===== src/rtl/taxi_disp_pkg.sv =====
// Shared encodings for the taximeter display scheduler: mux selects, FSM states, advance order.
package taxi_disp_pkg;

    localparam logic [1:0] OP_MIL  = 2'b00;
    localparam logic [1:0] OP_TIME = 2'b01;
    localparam logic [1:0] OP_COST = 2'b10;

    localparam logic [1:0] S_AUTO      = 2'b00;
    localparam logic [1:0] S_MANUAL    = 2'b01;
    localparam logic [1:0] S_FARE_HOLD = 2'b10;

    // Rotation order mileage -> time -> cost -> mileage; 11 never leaves this function.
    function automatic logic [1:0] next_op(input logic [1:0] op);
        case (op)
            OP_MIL:  next_op = OP_TIME;
            OP_TIME: next_op = OP_COST;
            default: next_op = OP_MIL;
        endcase
    endfunction

endpackage


===== src/rtl/taxi_key_debounce.sv =====
// Push-button conditioner: 2-FF synchroniser, stable-level debounce, one-cycle rising-edge pulse.
module taxi_key_debounce #(
    parameter int DEB_CYCLES = 500000
) (
    input  logic clk,
    input  logic rst,
    input  logic key_raw,
    output logic key_rise
);

    localparam int CW = $clog2(DEB_CYCLES);
    localparam logic [CW-1:0] DEB_LAST = CW'(DEB_CYCLES - 1);

    logic          sync1;
    logic          sync2;
    logic          filt;
    logic [CW-1:0] count;

    // The filtered level only flips after DEB_CYCLES consecutive samples disagree with it.
    always_ff @(posedge clk or posedge rst) begin
        if (rst) begin
            sync1    <= 1'b0;
            sync2    <= 1'b0;
            filt     <= 1'b0;
            count    <= '0;
            key_rise <= 1'b0;
        end else begin
            sync1    <= key_raw;
            sync2    <= sync1;
            key_rise <= 1'b0;
            if (sync2 == filt) begin
                count <= '0;
            end else if (count == DEB_LAST) begin
                count    <= '0;
                filt     <= sync2;
                key_rise <= sync2;
            end else begin
                count <= count + CW'(1);
            end
        end
    end

endmodule


===== src/rtl/taxi_disp_sched.sv =====
// Taximeter 7-seg scheduler: digit-scan prescaler plus the op rotation FSM (auto, manual, fare hold).
module taxi_disp_sched
    import taxi_disp_pkg::*;
#(
    parameter int SCAN_DIV     = 50000,
    parameter int DWELL_FRAMES = 750,
    parameter int DEB_CYCLES   = 500000,
    parameter int FARE_FRAMES  = 1250
) (
    input  logic       clk,
    input  logic       rst,
    input  logic       key_next,
    input  logic       auto_en,
    input  logic       trip_active,
    output logic [1:0] op,
    output logic [2:0] cnt,
    output logic       scan_tick,
    output logic       op_change,
    output logic       hold_active
);

    localparam int PW = $clog2(SCAN_DIV);
    localparam int DW = $clog2(DWELL_FRAMES + 1);
    localparam int HW = $clog2(FARE_FRAMES + 1);
    localparam logic [PW-1:0] PRE_LAST   = PW'(SCAN_DIV - 1);
    localparam logic [DW-1:0] DWELL_LAST = DW'(DWELL_FRAMES - 1);
    localparam logic [HW-1:0] HOLD_LAST  = HW'(FARE_FRAMES - 1);

    logic [PW-1:0] pre;
    logic [DW-1:0] dwell;
    logic [HW-1:0] holdcnt;
    logic [1:0]    state;
    logic          key_rise;
    logic          key_pend;
    logic          end_pend;
    logic          trip_q;
    logic          trip_fall;
    logic          fb;
    logic          key_now;
    logic          end_now;

    taxi_key_debounce #(.DEB_CYCLES(DEB_CYCLES)) u_key_debounce (
        .clk      (clk),
        .rst      (rst),
        .key_raw  (key_next),
        .key_rise (key_rise)
    );

    // An event arriving on the boundary cycle itself is consumed by that boundary.
    assign scan_tick   = (pre == PRE_LAST);
    assign fb          = scan_tick && (cnt == 3'd3);
    assign trip_fall   = trip_q && !trip_active;
    assign key_now     = key_pend || key_rise;
    assign end_now     = end_pend || trip_fall;
    assign hold_active = (state == S_FARE_HOLD);

    always_ff @(posedge clk or posedge rst) begin
        if (rst) begin
            pre <= '0;
            cnt <= '0;
        end else if (scan_tick) begin
            pre <= '0;
            cnt <= (cnt == 3'd3) ? 3'd0 : cnt + 3'd1;
        end else begin
            pre <= pre + PW'(1);
        end
    end

    always_ff @(posedge clk or posedge rst) begin
        if (rst) begin
            op        <= OP_MIL;
            op_change <= 1'b0;
            state     <= S_AUTO;
            dwell     <= '0;
            holdcnt   <= '0;
            key_pend  <= 1'b0;
            end_pend  <= 1'b0;
            trip_q    <= 1'b0;
        end else begin
            op_change <= 1'b0;
            trip_q    <= trip_active;
            if (fb) begin
                key_pend <= 1'b0;
                end_pend <= 1'b0;
            end else begin
                if (key_rise)  key_pend <= 1'b1;
                if (trip_fall) end_pend <= 1'b1;
            end

            if (!fb) begin
                if (state == S_AUTO && !auto_en)
                    state <= S_MANUAL;
                else if (state == S_MANUAL && auto_en)
                    state <= S_AUTO;
            end else if (state == S_FARE_HOLD) begin
                if (end_now) begin
                    holdcnt <= '0;
                end else if (key_now || holdcnt == HOLD_LAST) begin
                    state   <= auto_en ? S_AUTO : S_MANUAL;
                    dwell   <= '0;
                    holdcnt <= '0;
                end else begin
                    holdcnt <= holdcnt + HW'(1);
                end
            end else if (end_now) begin
                op        <= OP_COST;
                op_change <= (op != OP_COST);
                state     <= S_FARE_HOLD;
                holdcnt   <= '0;
            end else begin
                // Mode follows auto_en at the boundary too, so the rules below use the live mode.
                state <= auto_en ? S_AUTO : S_MANUAL;
                if (key_now) begin
                    op        <= next_op(op);
                    op_change <= 1'b1;
                    if (auto_en) dwell <= '0;
                end else if (!auto_en) begin
                    dwell <= '0;
                end else if (dwell == DWELL_LAST) begin
                    op        <= next_op(op);
                    op_change <= 1'b1;
                    dwell     <= '0;
                end else begin
                    dwell <= dwell + DW'(1);
                end
            end
        end
    end

endmodule


===== config.mk =====
export PLATFORM = sky130hd
export DESIGN_NAME = taxi_disp_sched
export DESIGN_NICKNAME = d
export VERILOG_FILES = /design/src/rtl/taxi_disp_pkg.sv /design/src/rtl/taxi_key_debounce.sv /design/src/rtl/taxi_disp_sched.sv
export SDC_FILE = /design/constraint.sdc
export NUM_CORES = 1
export LEC_CHECK = 0
export BUFFER_PORTS_ARGS = -buffer_cell sky130_fd_sc_hd__buf_2
export CAP_MARGIN = 20
export CORE_ASPECT_RATIO = 1.25
export CORE_MARGIN = 2
export CORE_UTILIZATION = 30
export CTS_CLUSTER_DIAMETER = 80
export DETAILED_ROUTE_END_ITERATION = 10
export MAX_ROUTING_LAYER = met4
export PLACE_DENSITY_LB_ADDON = 0.12
export SYNTH_ARGS = -nofsm -noshare
export SYNTH_HDL_FRONTEND = slang
export SYNTH_HIERARCHICAL = 1
export SYNTH_SLANG_ARGS = --single-unit
export TNS_END_PERCENT = 5

===== constraint.sdc =====
create_clock -name clk -period 7.2 [get_ports clk]
set_clock_uncertainty 0.2 [all_clocks]
set_input_delay 0.72 -clock clk [delete_from_list [all_inputs] [get_ports clk]]
set_output_delay 0.72 -clock clk [all_outputs]
set_load 0.01 [all_outputs]

**Word-level counts from Yosys, hierarchy flattened**

Cells that the tools add are included.

- Word-level logic and storage cells: 100
- Flip-flop bits (word level): 71
- Input port bits: 5
- Output and inout bits: 8

- Multiplexer cells: 41
- Bitwise gates (word level): 3
- Reductions and logical operators: 22
- $add $sub $neg: 5
- Eq/ne operators: 14

Operators by type and width:

| cell | count |
|---|---|
| 10-bit 2-to-1 mux | 8 |
| 11-bit 2-to-1 mux | 4 |
| 19-bit 2-to-1 mux | 2 |
| 2-bit 2-to-1 mux | 11 |
| 19-bit by 1-bit adder with 19-bit output (second input constant) | 1 |
| 19-bit equality test (second input constant) | 1 |
| 16-bit by 1-bit adder with 16-bit output (second input constant) | 1 |
| 16-bit equality test (second input constant) | 1 |
| 16-bit 2-to-1 mux | 1 |
| 1-bit 2-to-1 mux | 13 |
| 11-bit by 1-bit adder with 11-bit output (second input constant) | 1 |
| 11-bit equality test (second input constant) | 1 |
| 10-bit by 1-bit adder with 10-bit output (second input constant) | 1 |
| 10-bit equality test (second input constant) | 1 |
| 3-bit nonzero test | 3 |
| 4-bit AND reduction | 2 |
| 3-bit != test (second input constant) | 2 |
| 2-bit nonzero test | 3 |
| 2-bit by 1-bit equality test with 1-bit output (second input constant) | 2 |
| 1-bit logical AND | 4 |
| 2-bit zero test | 2 |
| 2-bit case mux with 2 select lines | 1 |
| 2-bit AND reduction | 2 |
| 3-bit by 1-bit adder with 3-bit output (second input constant) | 1 |
| 11 further kinds | 16 |

**Longest topological paths before layout**

- Depth in word-level cells: 7
- Mapped depth: 8
- Gate-level depth less buffers: 7

**Cells and area by module**

The synthesis kept the hierarchy.

Modules (own cells, without submodules):

| module | area each (um^2) | cells each | times used | seq. area each (um^2) |
|---|---|---|---|---|
| taxi_disp_sched | 2499.9 | 262 | 1 | 1201.2 |
| taxi_key_debounce | 1153.6 | 108 | 1 | 575.6 |

**Worst setup path after synthesis**

OpenSTA, ideal clock, no wires.

- Kind: input to register
- Start: in auto_en
- End: reg dwell[3]
- Required time: 6.913 ns
- Path slack: 4.719 ns
- Cell stages on the path: 5
- Path buffers: 0
- Data arrival time: 2.194 ns
- Library setup time: 0.087 ns
- Cell sequence: o21ba_2 a2111oi_0 nand3_2 or4_1 o211ai_1

- Word-level cells in the longest chain between the ends: 4
- Elaborated cells between the ends (all ways): 6
- Classes of those cells: eq/ne: 1; mux: 4; reduce/logical: 1

Ends and longest elaborated chain:

| element | RTL line | text |
|---|---|---|
| from (decl) | taxi_disp_sched.sv:13 | `input logic auto_en,` |
| 10-bit 2-to-1 mux | taxi_disp_sched.sv:117 | `end else if (!auto_en) begin` |
| 10-bit 2-to-1 mux | taxi_disp_sched.sv:113 | `if (key_now) begin` |
| 10-bit 2-to-1 mux | taxi_disp_sched.sv:105 | `end else if (end_now) begin` |
| 10-bit 2-to-1 mux | taxi_disp_sched.sv:95 | `end else if (state == S_FARE_HOLD) begin` |
| to (signal assigned) | taxi_disp_sched.sv:124 | `dwell <= dwell + DW'(1);` |
| to (decl) | taxi_disp_sched.sv:30 | `logic [DW-1:0] dwell;` |

Several ways; a longest one is shown, not always the timed one. The select of a mux whose other input is x is not followed.
A chain may end at the register's enable or synchronous reset.

**Worst setup path in the final report**

- Start: reg pre[0]
- End: reg holdcnt[9]

- Word-level cells in the longest chain between the ends: 3

Ends and longest elaborated chain:

| element | RTL line | text |
|---|---|---|
| from (decl) | taxi_disp_sched.sv:29 | `logic [PW-1:0] pre;` |
| from (signal assigned) | taxi_disp_sched.sv:65 | `pre <= pre + PW'(1);` |
| 16-bit equality test | taxi_disp_sched.sv:50 | `assign scan_tick = (pre == PRE_LAST);` |
| 1-bit logical AND | taxi_disp_sched.sv:51 | `assign fb = scan_tick && (cnt == 3'd3);` |
| 2-bit AND reduction (no line) | - |  |
| to (signal assigned) | taxi_disp_sched.sv:103 | `holdcnt <= holdcnt + HW'(1);` |
| to (decl) | taxi_disp_sched.sv:31 | `logic [HW-1:0] holdcnt;` |

No other way between the ends.

==> parameters.txt <==
Parameter                              Value

Outcome
  Result of the run ... complete, no violations

Pwr
  Maximum resistive drop on vdd ... between 0.09 and 0.1 mV
  Leakage power total ... roughly 0.0017 µW
  Power density of the placed cells ... between 150 and 200 mW/mm²
  Post-layout total power ... 814.9 µW

Die
  Die outline height ... 127.4 µm
  Die Area ... between 0.01 and 0.015 mm²
  Horiz. Die Dim ... approximately 100 µm
  Area of the placeable core ... 0.01199 mm²
  Initial standard-cell utilization of the core ... 0.3046
  Placement Rows ... 45
  Boundary Pins ... 13

Final layout
  Area growth, synth to finish ... 13.53%
  ANT cells ... 0
  Commonest cells after routing, fill and taps aside ... 71 x dfrtp_1, 42 x nor2_1, 26 x nand3_1, 26 x nand2_1, 19 x o21ai_0
  Commonest non-fill, non-tap cell in the layout ... dfrtp_1
  Number of filler cells placed in the layout ... about 1,200
  Layout cell share with drive strength beyond 1 ... 0.1114
  Number of nets in the finished design ... about 400

Timing
  Count of endpoints failing setup in the final report ... 0
  Final worst path period need ... 3.111 ns
  Remaining max-slew budget at the tightest pin ... 0.4030
  Accumulated negative setup slack ... 0 ns
  Highest clock frequency the design can meet ... between 0.3 and 0.4 GHz
  Max-slew violation total from the final report ... 0
  Transition time at the pin with the least slew margin ... between 0.8 and 0.9 ns
  Hold Fails Final Rpt ... 0
  RSZ-0062 raised after global routing ... false
  Final period util ... 0.4321

Drt
  DRT met1 WL ... ~3.7 mm
  Routed length per placed instance ... between 10 and 15 µm
  Top Layer Used ... met4
  Drt drc ... 0
  WL final ... between 7 and 8 mm
  ANT nets after route ... 0
  First drt pass iteration count ... 4
  Via/cell ratio ... roughly 5
  Routed vias ... 2,687
  Drt initial violations ... between 100 and 150
  Met2 wire len ... 3.575 mm
  Met3 routed WL ... roughly 250 µm

Clock network
  Hold buffers post-CTS ... 0
  Post-CTS Setup Inserts ... 0
  Clock-pin slew of the registers on the worst-case setup and hold paths ... about 0.060 ns
  Count of cells resized by post-cts repair ... 0
  CTS tree ... done
  Clock network latency to the later pin of the worst-skew pair ... approximately 0.33 ns
  H-Tree Level Count ... 3
  Sinks on the clock net ... between 70 and 80
  Number of buffers between clock root and the deepest sink ... 2
  CTS root buf ... clkbuf_16
  TritonCTS buffer count ... 9

Critical path
  CP arrival ... 3.15 ns
  Kind of critical path ... reg -> reg
  Critical path launch point ... pre[0]
  Critical path capture point ... holdcnt[9]
  Worst-case reg-to-reg path depth ... 6
  Startpoint class of the critical path ... flip-flop
  Required time of the critical path ... between 7 and 8 ns
  Worst r2r dst ... holdcnt[9]
  List of cells traversed by the critical path ... ha_1, and3_1, and4_1, o211ai_1, or3_1, o31ai_1
  Reg-to-reg slack, setup ... approximately 4.1 ns
  Slowest cell on the critical path ... and4_1
  Largest stage delay, worst path ... approximately 0.64 ns
  Worst reg2reg startpoint ... pre[0]
  CP Capture Type ... flip-flop
  Peak fanout along the critical path ... 19

Logic synthesis
  Synthesized area divided by synthesized cell count ... between 9 and 10 µm²
  Share of the synthesized area in compound gates (AO/OA/AOI/OAI) ... 0.1045
  Post-synth top flop ... dfrtp_1
  Synth Warn # ... 6
  Number of enable flip-flop cells after synthesis ... 0
  Async set or reset register ratio after synthesis ... 1.000
  Combinational family with the most area after synthesis ... simple AND/OR/NAND/NOR gates
  Cell count after synthesis ... 370
  Number of distinct standard cells referenced by the synthesized netlist ... 55
  Summed instance area of the synthesized netlist ... between 0.003 and 0.004 mm²
  Area fraction in and, or, nand and nor cells after synthesis ... 0.2740
  Sequential fraction of the synthesis area ... 0.4863
  Adder-cell share of the synthesized area ... 0.02397
  FF+latch count, synth ... 71
  Post-synthesis xor/xnor area fraction ... 0.06712
  Proportion of synthesized area in mux cells ... 0.01781
  Post-Synthesis Net Count ... 382

Hold path
  Class of the tightest hold or removal check ... reg -> reg

Global route
  Total global routing track utilization ... 0.1363
  Total gr overflow ... 0
  First-pass GRT wire length ... about 13 mm
  Largest net degree at the start of global routing ... 36
  Initial antenna violation count ... 0
  Via count of the first global-routing pass ... between 2,000 and 3,000

Run
  # Max-Cap Violations ... 0

Placed design
  Number of port buffers ... 12
  Detail Placement HPWL ... ~5.3 mm
  Routability Congestion ... 0.7797
-- worst min-delay path by stage --
stage	startpoint	to	slack, ns	depth (start not counted)
after global routing	u_key_debounce/sync1	u_key_debounce/sync2	0.17	0
final	u_key_debounce/sync1	u_key_debounce/sync2	0.15	0
after CTS	u_key_debounce/sync1	u_key_debounce/sync2	0.15	0
after global placement	u_key_debounce/sync1	u_key_debounce/sync2	0.13	0
after detailed placement	u_key_debounce/sync1	u_key_debounce/sync2	0.14	0
after floorplan	u_key_debounce/sync1	u_key_debounce/sync2	0.13	0
-- logic make-up (layout without fill, tap and decap cells) --
logic type | Yosys count | count (layout)
muxes | 6 | 6
AOI/OAI and AO/OA | 56 | 56
and+or+nand+nor | 178 | 178
DFF | 71 | 71
adders and majority gates | 7 | 7
xor gates and xnor gates | 28 | 28
buffers and inverters | 24 | 40
-- per-layer routing --
layer | vias up | global-route usage
li1 | 1346 | -
met1 | 1306 | 0.1716
met2 | 27 | 0.2065
met3 | 8 | 0.04158
met4 | 0 | 0.04941
met5 | - | -
-- layout make-up --
| cell class | count | area [µm²] | share of cell area |
|---|---|---|---|
| Clock buffer | 11 | 242.7 | 0.05852 |
| Clock inverter | 2 | 10.01 | 0.002413 |
| Inverter | 14 | 52.55 | 0.01267 |
| Multi-Input combinational cell | 275 | 1780 | 0.4293 |
| Sequential cell | 71 | 1777 | 0.4284 |
| Tap cell | 164 | 205.2 | 0.04947 |
| Timing Repair Buffer | 13 | 80.08 | 0.01931 |
-- synthesized netlist by cell type (6+ instances only) --
cell type	number	area, µm²
nor2b_1	6	37.54
or3_1	6	37.54
nand2b_1	8	50.05
xor2_1	12	105.1
nand3_1	26	130.1
dfrtp_1	71	1777
nand4_1	6	37.54
and3_1	10	62.56
nor2_1	42	157.7
nand2_1	26	97.59
o21ai_0	19	95.09
ha_1	7	87.58
o21ai_1	8	40.04
clkbuf_1	6	22.52
nor3_1	15	75.07
xnor2_1	16	140.1
inv_1	14	52.55
-- where the power goes --
group          total, µW  leakage (µW)  internal, µW  switching, µW
registers            404      0.000942           402           2.44
logic               18.3      0.000669          4.74           13.6
clock network        393      0.000127           235            157
total                815       0.00174           642            173
-- registers in the layout, indices dropped and copies added (netlist names), 2 cells and up --
signal                cells
cnt                       3
dwell                    10
state                     2
pre                      16
holdcnt                  11
u_key_debounce/count     19
op                        2
-- stage by stage --
step	utilization	area, µm²	worst slack [ns]	hold slack [ns]	cells
2_1_floorplan	-	3654	4.719	0.1312	370
6_report	0.3459	4148	4.089	0.1494	550
3_5_place_dp	0.3248	3895	4.068	0.1364	537
5_1_grt	0.3459	4148	3.723	0.1666	550
3_3_place_gp	0.3231	3875	4.108	0.1337	536
4_1_cts	0.3459	4148	4.049	0.1490	550
-- worst max-delay path, delay by kind of cell (launching register included) --
family          cells  cell delay, ns
flops               1            0.39
simple gates        3            1.45
fa+ha+maj           1            0.21
compound gates      2            0.77
No activity file was read; power rests on OpenSTA's default activity.
